==> config.mk <==
export PLATFORM = sky130hd
export DESIGN_NAME = seven_segment_scan_driver
export DESIGN_NICKNAME = d
export VERILOG_FILES = /design/src/rtl/seven_segment_scan_driver_pkg.sv /design/src/rtl/seven_segment_scan_driver_bcd_to_seven_segment.sv /design/src/rtl/seven_segment_scan_driver.sv
export SDC_FILE = /design/constraint.sdc
export NUM_CORES = 1
export LEC_CHECK = 0
export BUFFER_PORTS_ARGS = -buffer_cell sky130_fd_sc_hd__buf_2
export CAP_MARGIN = 15
export CORE_ASPECT_RATIO = 1.75
export CORE_MARGIN = 8
export CORE_UTILIZATION = 53
export CTS_CLUSTER_DIAMETER = 50
export CTS_CLUSTER_SIZE = 14
export DETAILED_ROUTE_END_ITERATION = 6
export PLACE_DENSITY = 0.78
export SLEW_MARGIN = 20
export SYNTH_ARGS = -nofsm -noshare
export SYNTH_HDL_FRONTEND = slang
export SYNTH_SLANG_ARGS = --single-unit
==> constraint.sdc <==
create_clock -name i_Clk -period 2.74 [get_ports i_Clk]
set_input_delay 0.548 -clock i_Clk [delete_from_list [all_inputs] [get_ports i_Clk]]
set_output_delay 0.548 -clock i_Clk [all_outputs]
set_load 0.01 [all_outputs]
==> src/rtl/seven_segment_scan_driver_pkg.sv <==
// seven_segment_scan_driver_pkg: shared segment encodings and display constants
package seven_segment_scan_driver_pkg;
   // Segment vectors are {g,f,e,d,c,b,a}, active-low
   localparam int SEG_A = 0;
   localparam int SEG_B = 1;
   localparam int SEG_C = 2;
   localparam int SEG_D = 3;
   localparam int SEG_E = 4;
   localparam int SEG_F = 5;
   localparam int SEG_G = 6;
   localparam logic [6:0] SEG_0     = 7'h40;
   localparam logic [6:0] SEG_1     = 7'h79;
   localparam logic [6:0] SEG_2     = 7'h24;
   localparam logic [6:0] SEG_3     = 7'h30;
   localparam logic [6:0] SEG_4     = 7'h19;
   localparam logic [6:0] SEG_5     = 7'h12;
   localparam logic [6:0] SEG_6     = 7'h02;
   localparam logic [6:0] SEG_7     = 7'h78;
   localparam logic [6:0] SEG_8     = 7'h00;
   localparam logic [6:0] SEG_9     = 7'h10;
   localparam logic [6:0] SEG_BLANK = 7'h7F;
   localparam logic       ANODE_OFF = 1'b1;
   localparam logic       PHASE_ON  = 1'b0;
   localparam logic       PHASE_OFF = 1'b1;
endpackage

==> src/rtl/seven_segment_scan_driver_bcd_to_seven_segment.sv <==
// bcd_to_seven_segment: BCD digit to active-low segments, blank for 10-15
module bcd_to_seven_segment
   import seven_segment_scan_driver_pkg::*;
(
   input  logic [3:0] i_Bcd,
   output logic [6:0] o_Segments
);
   // Pure lookup; non-decimal codes show nothing
   always_comb begin
      case (i_Bcd)
         4'd0:    o_Segments = SEG_0;
         4'd1:    o_Segments = SEG_1;
         4'd2:    o_Segments = SEG_2;
         4'd3:    o_Segments = SEG_3;
         4'd4:    o_Segments = SEG_4;
         4'd5:    o_Segments = SEG_5;
         4'd6:    o_Segments = SEG_6;
         4'd7:    o_Segments = SEG_7;
         4'd8:    o_Segments = SEG_8;
         4'd9:    o_Segments = SEG_9;
         default: o_Segments = SEG_BLANK;
      endcase
   end
endmodule

==> src/rtl/seven_segment_scan_driver.sv <==
// seven_segment_scan_driver: time-multiplexed common-anode display scanner with PM dot, leading-zero blank and blink
module seven_segment_scan_driver
   import seven_segment_scan_driver_pkg::*;
#(
   parameter int DECIMAL_DIGITS     = 4,
   parameter int CLKS_PER_DIGIT     = 100000,
   parameter int PM_DIGIT           = 0,
   parameter int LEADING_ZERO_BLANK = 1,
   parameter int BLINK_FRAMES       = 250
) (
   input  logic                        i_Clk,
   input  logic                        i_Reset,
   input  logic [4*DECIMAL_DIGITS-1:0] i_Display_Time,
   input  logic                        i_Display_PM,
   input  logic                        i_Blink,
   output logic [DECIMAL_DIGITS-1:0]   o_Anode,
   output logic [6:0]                  o_Segments,
   output logic                        o_DP
);
   localparam int PW = $clog2(CLKS_PER_DIGIT);
   localparam int IW = (DECIMAL_DIGITS > 1) ? $clog2(DECIMAL_DIGITS) : 1;
   localparam int FW = (BLINK_FRAMES > 1) ? $clog2(BLINK_FRAMES) : 1;
   localparam logic [IW-1:0] LAST_DIGIT = IW'(DECIMAL_DIGITS - 1);
   logic [PW-1:0]               presc_q, presc_d;
   logic [IW-1:0]               idx_q, idx_d;
   logic [4*DECIMAL_DIGITS-1:0] time_q, time_d;
   logic                        pm_q, pm_d;
   logic [FW-1:0]               frame_q, frame_d;
   logic                        phase_q, phase_d;
   logic [DECIMAL_DIGITS-1:0]   anode_q, anode_d;
   logic [6:0]                  seg_q, seg_d;
   logic                        dp_q, dp_d;
   logic                        tick, frame_start, frame_wrap, lead_zero;
   logic [3:0]                  nibble;
   logic [6:0]                  dec_seg;
   bcd_to_seven_segment u_dec (
      .i_Bcd      (nibble),
      .o_Segments (dec_seg)
   );
   // Next state: outputs are built from the post-tick index and the snapshot/phase that frame will use
   always_comb begin
      tick        = presc_q == PW'(CLKS_PER_DIGIT - 1);
      frame_start = tick && idx_q == LAST_DIGIT;
      frame_wrap  = frame_q == FW'(BLINK_FRAMES - 1);
      presc_d     = tick ? '0 : presc_q + PW'(1);
      idx_d       = !tick ? idx_q : (idx_q == LAST_DIGIT) ? '0 : idx_q + IW'(1);
      time_d      = frame_start ? i_Display_Time : time_q;
      pm_d        = frame_start ? i_Display_PM : pm_q;
      frame_d     = !i_Blink ? '0 : !frame_start ? frame_q : frame_wrap ? '0 : frame_q + FW'(1);
      phase_d     = !i_Blink ? PHASE_ON : (frame_start && frame_wrap) ? ~phase_q : phase_q;
      nibble      = time_d[{idx_d, 2'b00} +: 4];
      lead_zero   = LEADING_ZERO_BLANK != 0 && idx_d == LAST_DIGIT && nibble == 4'd0;
      anode_d     = !tick ? anode_q
                  : (i_Blink && phase_d == PHASE_OFF) ? {DECIMAL_DIGITS{ANODE_OFF}}
                  : ~(DECIMAL_DIGITS'(1) << idx_d);
      seg_d       = !tick ? seg_q : lead_zero ? SEG_BLANK : dec_seg;
      dp_d        = !tick ? dp_q : !(idx_d == IW'(PM_DIGIT) && pm_d);
   end
   // State and output registers, cleared asynchronously
   always_ff @(posedge i_Clk or posedge i_Reset) begin
      if (i_Reset) begin
         presc_q <= '0;
         idx_q   <= LAST_DIGIT;
         time_q  <= '0;
         pm_q    <= 1'b0;
         frame_q <= '0;
         phase_q <= PHASE_ON;
         anode_q <= {DECIMAL_DIGITS{ANODE_OFF}};
         seg_q   <= SEG_BLANK;
         dp_q    <= 1'b1;
      end else begin
         presc_q <= presc_d;
         idx_q   <= idx_d;
         time_q  <= time_d;
         pm_q    <= pm_d;
         frame_q <= frame_d;
         phase_q <= phase_d;
         anode_q <= anode_d;
         seg_q   <= seg_d;
         dp_q    <= dp_d;
      end
   end
   assign o_Anode    = anode_q;
   assign o_Segments = seg_q;
   assign o_DP       = dp_q;
endmodule

==> metrics, run 1 <==
outcome finished clean; flops & latches, synth 57; Slew HR 57.48%; worst path required time 3.02 ns; crit-path cells ha_1, and4_4, and4bb_4, buf_4, mux2_1, o21bai_1, and2_4, buf_4, inv_1, ha_1, and3_1, a21oi_1, a21oi_2; Final setup viols 0; DR DRC count 0; most common cell after layout, fill and taps aside dfrtp_1; fin crit share 95.62%; # diodes 0; CTS tree done; CTS Buffer Depth 2; Filler cells 508; CP Class reg2reg; maximum clock rate 381.7 MHz; Critical path buffers and inverters 3; Placed Cells incl. Taps 396; total track usage 17.49%; Arr. time, crit path 2.90 ns; Tot Pwr 0.001731 W; worst min path class in2async; Num CTS Buffers 9; Die ar. 8638 µm²; Multi-input gate area 1558 µm²; Synthesis Warnings 0; critical-path cell with the highest stage delay dfrtp_1; syn avg cell area 11.09 µm²; Main synth FF type dfrtp_1; Layout area overhead 19.04%; Post-Route WL 6.620 mm; share of cells above drive strength 1 38.64%; Ports 32; power per cell area 469.8 nW/µm²; Placement Cell Area 3430 µm²; Final Instance Count excl. Fillers 417; register area 1444 µm²; crit path max fanout 5; Synth top area share 34.76%; initial antenna violation count 0; min cycle time layout 2.620 ns; port buffer count 31; Initial Utilization 53.92%; Clock transition at path regs 0.06 ns; worst skew pair latency 0.35 ns; Util after Layout 64.19%; Vias 2303; RSZ-0062 raised after global routing no; Post-synth EDFFs 0; final hold violation count 0; core area 5741 µm²; Worst-Margin Slew 0.6368 ns; clk_skew 0.009168 ns; largest net degree at the start of global routing 30; H-tree depth 3; hpwl dp 5.044 mm; FFs w/ async S/R, synth 100.0%; vias per cell 5.523; cell taking the most area after synthesis dfrtp_1; initial DRC count 101; Root Buffer clkbuf_8; MaxCap Viol Count 0; Nets 363; Design Area, Final 3685 µm²; Seq/Total Area, Yosys 46.65%; Distinct cells, synth 55; Critical Path Max Stage Delay 0.36 ns; vias in the first global route 2527; Pleak 1.640 nW; WL per Instance 15.88 µm; hold_buf cts 0; post-route antenna net violation count 0; die extent in y 117.1 µm; Die W 73.77 µm; DR pass1 iterations 4; Hold WS 0.2786 ns; first-pass GRT wire length 11.43 mm; # rows 37; Startpoint Class flip-flop; Overflow after GRT 0; CP delay by family, top simple AND/OR/NAND/NOR gates; Slew Limit Fails 0; Final GP Congestion 0.8733; Syn Nets 308; Post-Syn Instances 279; peak supply drop 0.3602 mV; Post-Syn Area 3095 µm²; critical path endpoint category flip-flop; most frequent cells in the layout dfrtp_1 (43), buf_2 (31), nor2_1 (30); largest cells by area after synthesis dfrtp_1 (35%), dfstp_2 (12%), mux2_2 (7.6%); clock sinks 57
-- cells by family (layout without fill, tap and decap cells) --
| group | Yosys count | count (layout) | share of synthesized area [%] |
|---|---|---|---|
| simple gates | 97 | 97 | 16.37 |
| flops | 57 | 57 | 46.64 |
| mux | 39 | 39 | 16.21 |
| compound gates | 35 | 35 | 7.922 |
| buf+inv | 23 | 83 | 3.840 |
| xor+xnor | 19 | 19 | 5.376 |
| fa+ha+maj | 9 | 9 | 3.638 |
-- power breakdown --
group	total (W)	switching [W]	internal, W
clock	0.000767	0.000324	0.000442
sequential	0.000865	0.00000936	0.000856
combinational	0.0000993	0.0000519	0.0000474
-- layer usage --
layer  up-vias  global-route usage, %  wire (µm)
li1       1101                      -          -
met1      1136                  16.67       2446
met2        48                  31.75       3743
met3        18                  4.863        233
met4         0                  10.87        196
met5         -                      0          0
-- final cells by class --
class                           count  share of cell area (%)
Multi-Input combinational cell    199                   42.27
Clock inverter                      3                   1.087
Clock buffer                       13                   4.041
Tap cell                           78                   2.649
Sequential cell                    57                   39.18
Timing Repair Buffer               55                   9.542
Inverter                           12                   1.222
-- synth_stat cells, types with 8 or more instances --
library cell and instances:
dfrtp_1 43, nor2_1 30, mux2_2 21, nand2_1 20, dfstp_2 14, inv_1 12
xor2_1 12, nand3_1 11, ha_1 9, nand4_1 8
-- state kept, by name, summed over array words and instances, names as in the netlist, 2 cells and up --
name / flops
o_Anode: 4
frame_q: 8
time_q: 16
presc_q: 17
o_Segments: 7
idx_q: 2
-- stage by stage --
step	TNS (ns)	setup WS [ns]
6_report	0	0.1201
5_1_grt	0	0.0001501
2_1_floorplan	0	0.02330
4_1_cts	0	0.03718
3_5_place_dp	-0.1946	-0.05165
3_3_place_gp	0	0.08296
-- worst register-to-register path, stage by stage, from the launching register on --
cell	delay, ns
dfrtp_1	0.36
ha_1	0.17
and4_4	0.23
and4bb_4	0.28
buf_4	0.12
mux2_1	0.34
o21bai_1	0.19
and2_4	0.17
buf_4	0.13
inv_1	0.07
ha_1	0.17
and3_1	0.15
a21oi_1	0.05
a21oi_2	0.12
-- path summary, 6_finish.rpt --
check	endpoint	slack, ns	depth (start not counted)	startpoint
max in group asynchronous	idx_q[0]$_DFF_PP1_	1.81	3	i_Reset
max	o_Segments[6]$_DFFE_PP1N_	0.12	13	presc_q[0]$_DFF_PP0_
min in group i_Clk	time_q[4]$_DFF_PP0_	0.43	2	i_Display_Time[4]
max reg2reg	o_Segments[6]$_DFFE_PP1N_	0.12	13	presc_q[0]$_DFF_PP0_
min	presc_q[2]$_DFF_PP0_	0.28	2	i_Reset
min reg2reg	presc_q[14]$_DFF_PP0_	0.49	1	presc_q[14]$_DFF_PP0_
-- repair_timing --
action / CTS / global route
buffers inserted: 0 / 5
endpoints found under the setup margin: 7 / 7
pin swaps: 0 / 5
resized for setup: 2 / 8
Power figures use the tool's default switching activity.
==> run 2: changes to the inputs <==
CELL_PAD_IN_SITES_DETAIL_PLACEMENT = 1   (was unset)
CELL_PAD_IN_SITES_GLOBAL_PLACEMENT = 1   (was unset)
CORE_UTILIZATION = 42   (was 53)
PLACE_DENSITY = 0.77   (was 0.78)
SKIP_LAST_GASP = 1   (was unset)
==> metrics, run 2 (synthesis results as in run 1) <==
Final setup viols 1 (was 0); CTS Buffer Depth 2 (unchanged); worst r2r path cells 11 (was 13); WL per Instance 19.23 µm (was 15.88 µm); Post-Route WL 8.421 mm (was 6.620 mm); H-tree depth 3 (unchanged); clock power share 57.1% (was 44.3%); share of cells above drive strength 1 43.47% (was 38.64%); port buffer count 31 (unchanged); Psw 0.0004583 W (was 0.0003855 W); maximum clock rate 358.1 MHz (was 381.7 MHz); Vias 2403 (was 2303); CP Class reg2reg (unchanged); crit path max fanout 6 (was 5); clk_skew 0.01329 ns (was 0.009168 ns); Pleak 1.791 nW (was 1.640 nW); die extent in y 129.6 µm (was 117.1 µm); Comb power frac 4.8% (was 5.7%); initial DRC count 99 (was 101); part of the power in registers 38.1% (was 50.0%); Layout area overhead 28.33% (was 19.04%); outcome finished with violations (was finished clean); min cycle time layout 2.792 ns (was 2.620 ns); crit path to o_Segments[4]$_DFFE_PP1N_ (was o_Segments[6]$_DFFE_PP1N_); Worst-Margin Slew 0.5079 ns (was 0.6368 ns); Ports 32 (unchanged); largest net degree at the start of global routing 25 (was 30); Hold WS 0.2410 ns (was 0.2786 ns); # diodes 0 (unchanged); final worst slack -0.05231 ns (was 0.1201 ns); reg2reg setup slack -0.05 ns (was 0.12 ns); Startpoint Class flip-flop (unchanged); vias per cell 5.486 (was 5.523); Arr. time, crit path 3.06 ns (was 2.90 ns); Final GP Congestion 0.8173 (was 0.8733); # rows 41 (was 37); max reg flops 17 (unchanged); post-route antenna net violation count 0 (unchanged); final hold violation count 0 (unchanged); DR pass1 iterations 4 (unchanged); RSZ-0062 raised after global routing yes (was no); Num CTS Buffers 9 (unchanged); Worst R2R End o_Segments[4]$_DFFE_PP1N_ (was o_Segments[6]$_DFFE_PP1N_); Util after Layout 55.31% (was 64.19%); peak supply drop 0.5211 mV (was 0.3602 mV); Reg with most FFs presc_q (unchanged); core area 7182 µm² (was 5741 µm²); most common cell after layout, fill and taps aside dfrtp_1 (unchanged); Nets 376 (was 363); Overflow after GRT 0 (unchanged); total track usage 17.22% (was 17.49%); Tot Pwr 0.002273 W (was 0.001731 W); worst skew pair latency 0.34 ns (was 0.35 ns); most frequent cells in the layout dfrtp_1 (43), buf_4 (37), buf_2 (31) (was dfrtp_1 (43), buf_2 (31), nor2_1 (30)); hold_buf cts 0 (unchanged); Clock transition at path regs 0.06 ns (about the same); Slew Limit Fails 0 (unchanged); Top Registers presc_q x17, time_q x16, frame_q x8 (unchanged); Initial Utilization 43.10% (was 53.92%); worst path required time 3.00 ns (was 3.02 ns); hpwl dp 6.016 mm (was 5.044 mm); Die W 80.90 µm (was 73.77 µm); failing checks negative setup slack; clock sinks 57 (unchanged); worst r2r src presc_q[1]$_DFF_PP0_ (was presc_q[0]$_DFF_PP0_); DR DRC count 0 (unchanged); Die ar. 10480 µm² (was 8638 µm²); switching share of power 20.16% (was 22.27%); MaxCap Viol Count 0 (unchanged); critical path endpoint category flip-flop (unchanged); Root Buffer clkbuf_16 (was clkbuf_8); fin crit share 101.9% (was 95.62%); CTS tree done (unchanged); initial antenna violation count 0 (unchanged); origin of the worst setup path presc_q[1]$_DFF_PP0_ (was presc_q[0]$_DFF_PP0_); Internal 0.001815 W (was 0.001346 W); vias in the first global route 2779 (was 2527); worst min path class in2async (unchanged); first-pass GRT wire length 13.59 mm (was 11.43 mm); Slew HR 66.09% (was 57.48%); power per cell area 572.3 nW/µm² (was 469.8 nW/µm²)
==> run 2: worst min path at each step <==
stage | depth (start not counted) | end | slack [ns] | from
after floorplan | 1 | presc_q[0]$_DFF_PP0_ | 0.45 | presc_q[0]$_DFF_PP0_
after global placement | 2 | o_Segments[4]$_DFFE_PP1N_ | 0.47 | o_Segments[4]$_DFFE_PP1N_
after detailed placement | 2 | o_Segments[4]$_DFFE_PP1N_ | 0.47 | o_Segments[4]$_DFFE_PP1N_
after CTS | 2 | phase_q$_DFF_PP0_ | 0.25 | i_Reset
after global routing | 2 | presc_q[0]$_DFF_PP0_ | 0.29 | i_Reset
final | 2 | presc_q[0]$_DFF_PP0_ | 0.24 | i_Reset
==> run 2: per-stage QoR <==
stage                     setup WS (ns)  TNS [ns]  area [µm²]  cells
after floorplan                 0.02330         0        3095    279
after global placement          0.06776         0        3517    416
after detailed placement       -0.03336   -0.1264        3517    416
after CTS                       0.03060         0        3882    434
after global routing            -0.1602   -0.8425        3973    438
final                          -0.05231  -0.05231        3973    438
==> run 2: layout make-up <==
| type | count | area, µm² |
|---|---|---|
| inverter | 12 | 45.04 |
| timing repair buffer | 68 | 432.9 |
| fill | 800 | 3209 |
| tap | 86 | 107.6 |
| sequential | 57 | 1444 |
| clock inverter | 6 | 105.1 |
| multi-input combinational | 199 | 1599 |
| clock buffer | 10 | 239.0 |
==> run 2: worst max-delay path, cell delays in order, from the launching register on <==
cell and delay (ns):
dfrtp_1 0.43, ha_2 0.23, and4_4 0.23, and4bb_4 0.31
mux2_4 0.34, o21bai_4 0.18, and2_4 0.16, buf_4 0.14
ha_1 0.19, a32oi_1 0.21, nand3_1 0.18, o21ai_2 0.09
==> run 2: power groups by stage <==
stage / logic [W] / clock network, W / registers (W)
floorplan: 0.0000610 / 0 / 0.000876
global placement: 0.0000981 / 0 / 0.000878
detailed placement: 0.000101 / 0 / 0.000880
CTS: 0.000103 / 0.00132 / 0.000867
global route: 0.000122 / 0.00136 / 0.000868
finish: 0.000109 / 0.00130 / 0.000867
==> run 2: layer usage <==
metal | GRT usage (%) | vias to the layer above | wire length [µm]
met2 | 32.87 | 44 | 4983
met5 | 0 | - | 0
met3 | 3.675 | 26 | 218
met4 | 10.48 | 0 | 313
li1 | - | 1126 | -
met1 | 15.59 | 1207 | 2905
==> run 2: timing repair <==
action | CTS | global route
endpoints found under the setup margin | 7 | 12
pin swaps | 0 | 4
setup buffers | 2 | 4
gates resized for setup | 3 | 15
